File: config.mk
export PLATFORM = sky130hd
export DESIGN_NAME = addsub_arbiter
export DESIGN_NICKNAME = d
export VERILOG_FILES = /design/src/rtl/addsub_arbiter.sv
export SDC_FILE = /design/constraint.sdc
export NUM_CORES = 1
export LEC_CHECK = 0
export ABC_AREA = 1
export CAP_MARGIN = 25
export CORE_MARGIN = 1.5
export CORE_UTILIZATION = 45
export CTS_CLUSTER_SIZE = 28
export DETAILED_ROUTE_END_ITERATION = 8
export PLACE_DENSITY_LB_ADDON = 0.05
export SYNTH_ARGS = -nofsm -noshare
export SYNTH_HDL_FRONTEND = slang
export SYNTH_SLANG_ARGS = --single-unit
File: constraint.sdc
create_clock -name clk -period 3.2 [get_ports clk]
set_input_delay 0.64 -clock clk [delete_from_list [all_inputs] [get_ports clk]]
set_output_delay 0.64 -clock clk [all_outputs]
set_load 0.02 [all_outputs]
File: src/rtl/addsub_arbiter.sv
// addsub_arbiter: round-robin sharing of one add/subtract datapath between
// nreq requesters. One operation is issued every two cycles. Each result is
// registered and tagged with the index of the requester that owns it.
`timescale 1ns/1ps

module addsub_arbiter #(
  parameter int dw   = 8,
  parameter int nreq = 4,
  parameter int idw  = (nreq > 1) ? $clog2(nreq) : 1
) (
  input  logic               clk,
  input  logic               reset,
  input  logic [nreq-1:0]    req,
  input  logic [nreq*dw-1:0] dataa_i,
  input  logic [nreq*dw-1:0] datab_i,
  input  logic [nreq-1:0]    add_sub_i,
  output logic [nreq-1:0]    gnt,
  output logic [dw-1:0]      result_o,
  output logic               result_valid,
  output logic [idw-1:0]     result_id,
  output logic               busy
);

  typedef enum logic {
    IDLE = 1'b0,
    CALC = 1'b1
  } state_t;

  state_t         state;
  state_t         state_next;

  // Round-robin pointer: the requester that gets first look at the next arbitration
  logic [idw-1:0] ptr;
  logic [idw-1:0] ptr_next;

  // Winner of the current arbitration (only meaningful while any_req is set)
  logic           any_req;
  logic [idw-1:0] winner;
  logic [idw-1:0] probe;

  // The winner's operands, muxed out of the packed input buses
  logic [dw-1:0]  sel_a;
  logic [dw-1:0]  sel_b;
  logic           sel_add;
  logic [nreq-1:0] grant_vec;

  // Captured operation, owned by the granted requester for the CALC cycle
  logic [dw-1:0]  op_a;
  logic [dw-1:0]  op_b;
  logic           op_add;
  logic [idw-1:0] id_r;

  // Shared datapath output
  logic [dw-1:0]  calc;

  // Search upward from ptr, wrapping modulo nreq, for the first active request
  always_comb begin
    any_req = 1'b0;
    winner  = '0;
    probe   = '0;
    for (int k = 0; k < nreq; k++) begin
      if (int'(ptr) + k >= nreq)
        probe = idw'(int'(ptr) + k - nreq);
      else
        probe = idw'(int'(ptr) + k);
      if (!any_req && req[probe]) begin
        any_req = 1'b1;
        winner  = probe;
      end
    end
  end

  // Pick out the winner's operand slices and build its one-hot grant
  always_comb begin
    sel_a     = '0;
    sel_b     = '0;
    sel_add   = 1'b0;
    grant_vec = '0;
    for (int k = 0; k < nreq; k++) begin
      if (winner == idw'(k)) begin
        sel_a        = dataa_i[k*dw +: dw];
        sel_b        = datab_i[k*dw +: dw];
        sel_add      = add_sub_i[k];
        grant_vec[k] = any_req;
      end
    end
  end

  // Pointer moves to the requester just after the winner, wrapping to zero
  always_comb begin
    if (int'(winner) == nreq - 1)
      ptr_next = '0;
    else
      ptr_next = winner + idw'(1);
  end

  // Shared add/subtract unit, fed only from the captured operands (modulo 2^dw)
  always_comb begin
    if (op_add)
      calc = op_a + op_b;
    else
      calc = op_a - op_b;
  end

  // FSM state register
  always_ff @(posedge clk or posedge reset) begin
    if (reset)
      state <= IDLE;
    else
      state <= state_next;
  end

  // Next state: arbitrate in IDLE, spend exactly one cycle in CALC
  always_comb begin
    state_next = state;
    case (state)
      IDLE: begin
        if (any_req)
          state_next = CALC;
      end
      CALC: begin
        state_next = IDLE;
      end
      default: begin
        state_next = IDLE;
      end
    endcase
  end

  // Grant pulse, pointer update and operand capture at an IDLE arbitration edge
  always_ff @(posedge clk or posedge reset) begin
    if (reset) begin
      gnt    <= '0;
      ptr    <= '0;
      id_r   <= '0;
      op_a   <= '0;
      op_b   <= '0;
      op_add <= 1'b0;
    end else begin
      case (state)
        IDLE: begin
          gnt <= grant_vec;
          if (any_req) begin
            ptr    <= ptr_next;
            id_r   <= winner;
            op_a   <= sel_a;
            op_b   <= sel_b;
            op_add <= sel_add;
          end
        end
        default: begin
          gnt <= '0;
        end
      endcase
    end
  end

  // Result register: loads at the edge ending CALC and holds until the next one
  always_ff @(posedge clk or posedge reset) begin
    if (reset) begin
      result_o     <= '0;
      result_id    <= '0;
      result_valid <= 1'b0;
    end else begin
      if (state == CALC) begin
        result_o     <= calc;
        result_id    <= id_r;
        result_valid <= 1'b1;
      end else begin
        result_valid <= 1'b0;
      end
    end
  end

  assign busy = (state == CALC);

endmodule

# == Word-level counts from Yosys, hierarchy flattened ==
# Index checks and enable logic that the tools add are counted.
# totals
regBits,37
out_inout_bits,16
wordCells,83
# classes
bitwise_logic,1
magnitude_cmp,8
n_mux,42
reduce_logical,8
eq_ne,4
n_addsub,10
# ops
cell,count
8-bit two-way mux,9
1-bit two-way mux,18
2-bit two-way mux,9
2-bit by 3-bit less-than comparator with 1-bit output (second input constant),4
3-bit greater-or-equal comparator (second input constant),3
8-bit adder,1
1-bit binary-select mux with 2-bit select,4
2-bit by 1-bit subtractor with 2-bit output (second input constant),4
8-bit subtractor,1
2-bit by 2-bit adder with 3-bit output (second input constant),2
2-bit by 1-bit == test with 1-bit output (second input constant),2
2-bit == test (second input constant),2
4-bit two-way mux,1
2-bit by 1-bit adder with 3-bit output (second input constant),1
2-bit by 3-bit greater-or-equal comparator with 1-bit output (second input constant),1
1-bit logical AND,3
1-bit logical NOT,3
2-bit by 1-bit adder with 2-bit output (second input constant),1
2-bit logical NOT,1
1-bit case mux with 2 select lines,1
2-bit AND reduction,1
1-bit inverter,1

# == Logic depth before layout (Yosys ltp) ==
# depth
depth_word,19
mapped_depth,21

# == Least setup slack after synthesis ==
# Ideal clock, no wire load.
# synth_path
kind,input -> register
start,input port req[0]
end,register op_b[3]
path_stages,18
setup_slack_ps,597
required_time_ps,3126
arrival_ps,2529
path_cell_list,inv_1 nand2_1 nand3_1 nand2_4 nor2_4 nand3_1 nand3_1 inv_1 ha_1 buf_2 nor2_2 buf_2 nand2_1 nand2_1 o21ai_0 o21ai_0 nand2_1 o21ai_2
# synth_via
elab_chain_cells,17
elab_cells_between_ends,31
# synth_rtl
element,line_no,text
"start, declared",13,"input logic [nreq-1:0] req,"
1-bit binary-select mux with 2-bit select,66,if (!any_req && req[probe]) begin
1-bit two-way mux (implied by the code),66,
1-bit two-way mux,66,
1-bit logical NOT,66,
1-bit logical AND,66,
1-bit two-way mux,66,
1-bit logical NOT,66,
1-bit logical AND,66,
1-bit two-way mux,66,
1-bit logical NOT,66,
1-bit logical AND,66,
2-bit two-way mux (*),66,
net winner[1],38,logic [idw-1:0] winner;
2-bit logical NOT,80,if (winner == idw'(k)) begin
8-bit two-way mux (3 in a row),80,
8-bit two-way mux (*),80,
"end signal, assigned",147,op_b <= sel_b;
"end, declared",49,logic [dw-1:0] op_b;
# Mark *: on every way through the listed nets, which the timed path passes. The rest lies on a longest branch. The select of a mux whose other input is x is not followed.
# A chain may end at the register's enable or synchronous reset.

# == Worst setup path in the final report ==
# layout_path
start,input port req[1]
end,register op_a[0]
# layout_via
elab_chain_cells,17
elab_cells_between_ends,31
# layout_rtl
element,line_no,text
1-bit binary-select mux with 2-bit select,66,
1-bit two-way mux (implied by the code),66,
1-bit two-way mux,66,
1-bit logical NOT,66,
1-bit logical AND,66,
1-bit two-way mux,66,
1-bit logical NOT,66,
1-bit logical AND,66,
1-bit two-way mux,66,
1-bit logical NOT,66,
1-bit logical AND,66,
2-bit two-way mux (*),66,
net winner[1],38,
2-bit logical NOT,80,
8-bit two-way mux (3 in a row),80,
8-bit two-way mux (*),80,
"end signal, assigned",146,op_a <= sel_a;
"end, declared",48,logic [dw-1:0] op_a;
# Marked as above.

==> out/results.ini <==
[clock_network]
clkLatencyLatePin_ns = 0.29
cts-buffers-inserted = 5
cts-root-buf = clkbuf_8
cts_setup_buffers = 0
cts_tree = yes
cts_max_level = 2
cts_buffer_depth = 2
postCtsHoldBufs = 0
cts-resized-gates = 0
clkTransAtPathRegs_ns = 0.07
clock-sinks = 37

[worst_setup_path]
startpoint_type = input pin
critical-path-max-stage-delay_ns = 0.43
ff2ff_path_depth = 18
rr_startpoint = ptr[0]
worst_setup_path_startpoint = req[1]
critical_path.top_delay_family = simple AND/OR/NAND/NOR gates
cp.required_ns = 3.43
crit_fanout = 17
slowest_stage = clkdlybuf4s50_1
crit_chain = clkdlybuf4s50_1, inv_1, nand2_1, nand3_1, nand2_4, nor2_4, nand3_1, nand3_1, inv_1, ha_1, nor2_2, buf_12, nand2_1, nand2_1, o21ai_0, o21ai_0, nand2_1, nand2_1
cp-end-kind = flop
critPathBufInv = 4
worstSetupPathType = in -> reg
rr_endpoint = op_a[0]
crit_arrival_ns = 3.14
rrSetupSlack_ns = 0.33
path_common_cell = nand2_1

[routing]
wl_um = 6280
drc = 0
drt-wirelength-per-cell_um = 11.4
viasPerCell = 4.81
vias = 2649
drt-pass1-iter-count = 4
ant_nets = 0
drt_iter0_markers = 79

[flow_run]
max_cap_violations = 0

[layout]
final_nets = 563
n_antenna_cell = 0
num-fill-cells = 539
final_cell_mix = 141 x nand2_1, 89 x clkdlybuf4s50_1, 45 x o21ai_0
multi_input_area_um2 = 1530
fin_cells = 551
regArea_um2 = 926
drive_above_1_share_pct = 9.03
final_common_cell = nand2_1
areaGrowthSynthToFinish_pct = 38.8

[sta]
rsz0062_at_grt = false
slew_viol_final = 0
worst_pin_slew_ns = 0.448
fmax_ghz = 0.343
setup-tns-final_ns = 0
post-route-period-util_pct = 91.1
final.min_clock_period_ns = 2.91
clock_skew_ns = 0.00443
relSlewSlack_pct = 70.1
setup_violations = 0
hold_viol_final = 0

[placement]
routabilityCongestion = 0.870
hpwlAfterDp_um = 4890
io_buffer_count = 89
dpl.cell_count = 543

[worst_hold_path]
hp-start = result_id[1]
hold_path.class = reg -> reg
hold_depth = 2
min_to = result_id[1]

[run_status]
status = finished, final reports clean

[floorplan]
core_um2 = 5890
initial_utilization_pct = 46.3
dieWidth_um = 80.8
fp.dieH_um = 80.8
dieArea_um2 = 6530
core.rowCount = 28
io_pins = 90

[power_and_ir_drop]
p_per_area_nw_per_um2 = 1320
irDropWorstVdd_uv = 581
power_leakage_nw = 1.83

[synth]
synth_area_um2 = 2730
synth-seq-cells = 37
synth_warnings = 0
syn_inst = 390
synth_nets = 478
synth_cell_type_count = 32
syn_area_per_cell_um2 = 6.99
ys_seq_area_share_pct = 34.0

[grt]
grt_max_degree = 38
antenna_found_initial = 0
grt_first_pass_wirelength_um = 10500
grt_overflow = 0
grt_usage_pct = 20.2
first_global_vias = 2426

[synthesized netlist by cell type]
cell type | number | share of area (%)
o21ai_0 | 45 | 8.3
buf_2 | 3 | 0.55
o22ai_1 | 1 | 0.23
o21bai_1 | 1 | 0.28
nand3b_1 | 1 | 0.28
nand3_1 | 16 | 2.9
xor2_1 | 6 | 1.9
ha_1 | 13 | 6.0
buf_8 | 1 | 0.55
dfrtp_1 | 37 | 34
nand4_1 | 2 | 0.46
nand2_2 | 10 | 2.3
o21ai_1 | 2 | 0.37
buf_12 | 1 | 0.73
inv_4 | 1 | 0.23
o31ai_1 | 1 | 0.28
nand2_1 | 141 | 19
xnor2_1 | 1 | 0.32
nor2_1 | 11 | 1.5
a31oi_1 | 3 | 0.69
inv_1 | 38 | 5.2
nor2_4 | 1 | 0.41
and2_1 | 1 | 0.23
inv_2 | 2 | 0.28
o21ai_2 | 9 | 2.9
a21oi_1 | 23 | 4.2
nand2_4 | 4 | 1.7
buf_6 | 3 | 1.2
fa_1 | 1 | 0.73
clkbuf_1 | 9 | 1.2
nor2_2 | 1 | 0.23
nand3_2 | 1 | 0.37
[worst max path at each step]
stage,end,slack [ns],cells after the start
finish,op_a[0],0.29,18
CTS,op_a[0],0.29,18
detailed placement,op_a[0],0.02,18
floorplan,op_b[3],0.60,18
global route,op_b[0],0.08,17
global placement,op_a[0],0.12,18
[cell families (layout without fill, tap and decap cells)]
group           count (synthesis)  in the layout  share of synthesized area (%)
fa+ha+maj                      14             14                           6.70
buf+inv                        58            144                           10.1
compound gates                 85             85                           17.2
xor+xnor                        7              7                           2.25
simple gates                  189            189                           29.8
flops                          37             37                           34.0
[worst min-delay path, delay by kind of cell, from the launching register on]
| kind | cells | cell delay (ns) |
|---|---|---|
| and+or+nand+nor | 2 | 0.09 |
| DFF | 1 | 0.34 |
[sequential cells by signal, summed over array words and instances, names as in the netlist]
| name | count |
|---|---|
| result_valid | 1 |
| gnt | 4 |
| op_a | 8 |
| id_r | 2 |
| op_add | 1 |
| result_id | 2 |
| result_o | 8 |
| op_b | 8 |
| busy | 1 |
| ptr | 2 |
[power breakdown]
| part | internal [mW] | leakage (nW) | total, mW | switching [mW] |
|---|---|---|---|---|
| Clock | 0.310 | 0.0681 | 0.471 | 0.161 |
| Combinational | 1.44 | 1.30 | 3.65 | 2.22 |
| Sequential | 0.710 | 0.464 | 0.874 | 0.164 |
| Total | 2.46 | 1.83 | 5.00 | 2.54 |
[layer usage]
layer / GRT usage [%] / share of wire, %
met1: 26.3 / 46
met2: 32.8 / 45
met3: 5.96 / 7.6
met5: 0 / 0
met4: 4.83 / 0.99
[per-stage QoR]
step | instance area, um2 | util, % | setup WS, ns | hold WS [ns] | power, mW
floorplan | 2730 | - | 0.597 | 0.446 | 3.68
global placement | 3650 | 62.0 | 0.117 | 0.453 | 4.45
detailed placement | 3650 | 62.0 | 0.0177 | 0.459 | 4.52
CTS | 3780 | 64.3 | 0.291 | 0.477 | 5.04
global route | 3780 | 64.3 | 0.0845 | 0.495 | 5.60
finish | 3780 | 64.3 | 0.286 | 0.473 | 5.00
[final cells by class]
type	instances	area share [%]
flip-flops and latches	37	24.5
clock buffers	5	1.82
well taps	75	2.48
multi-input cells	295	40.3
clock inverters	3	1.72
repair buffers	95	25.1
inverters	41	4.13
Power figures use the tool's default switching activity.
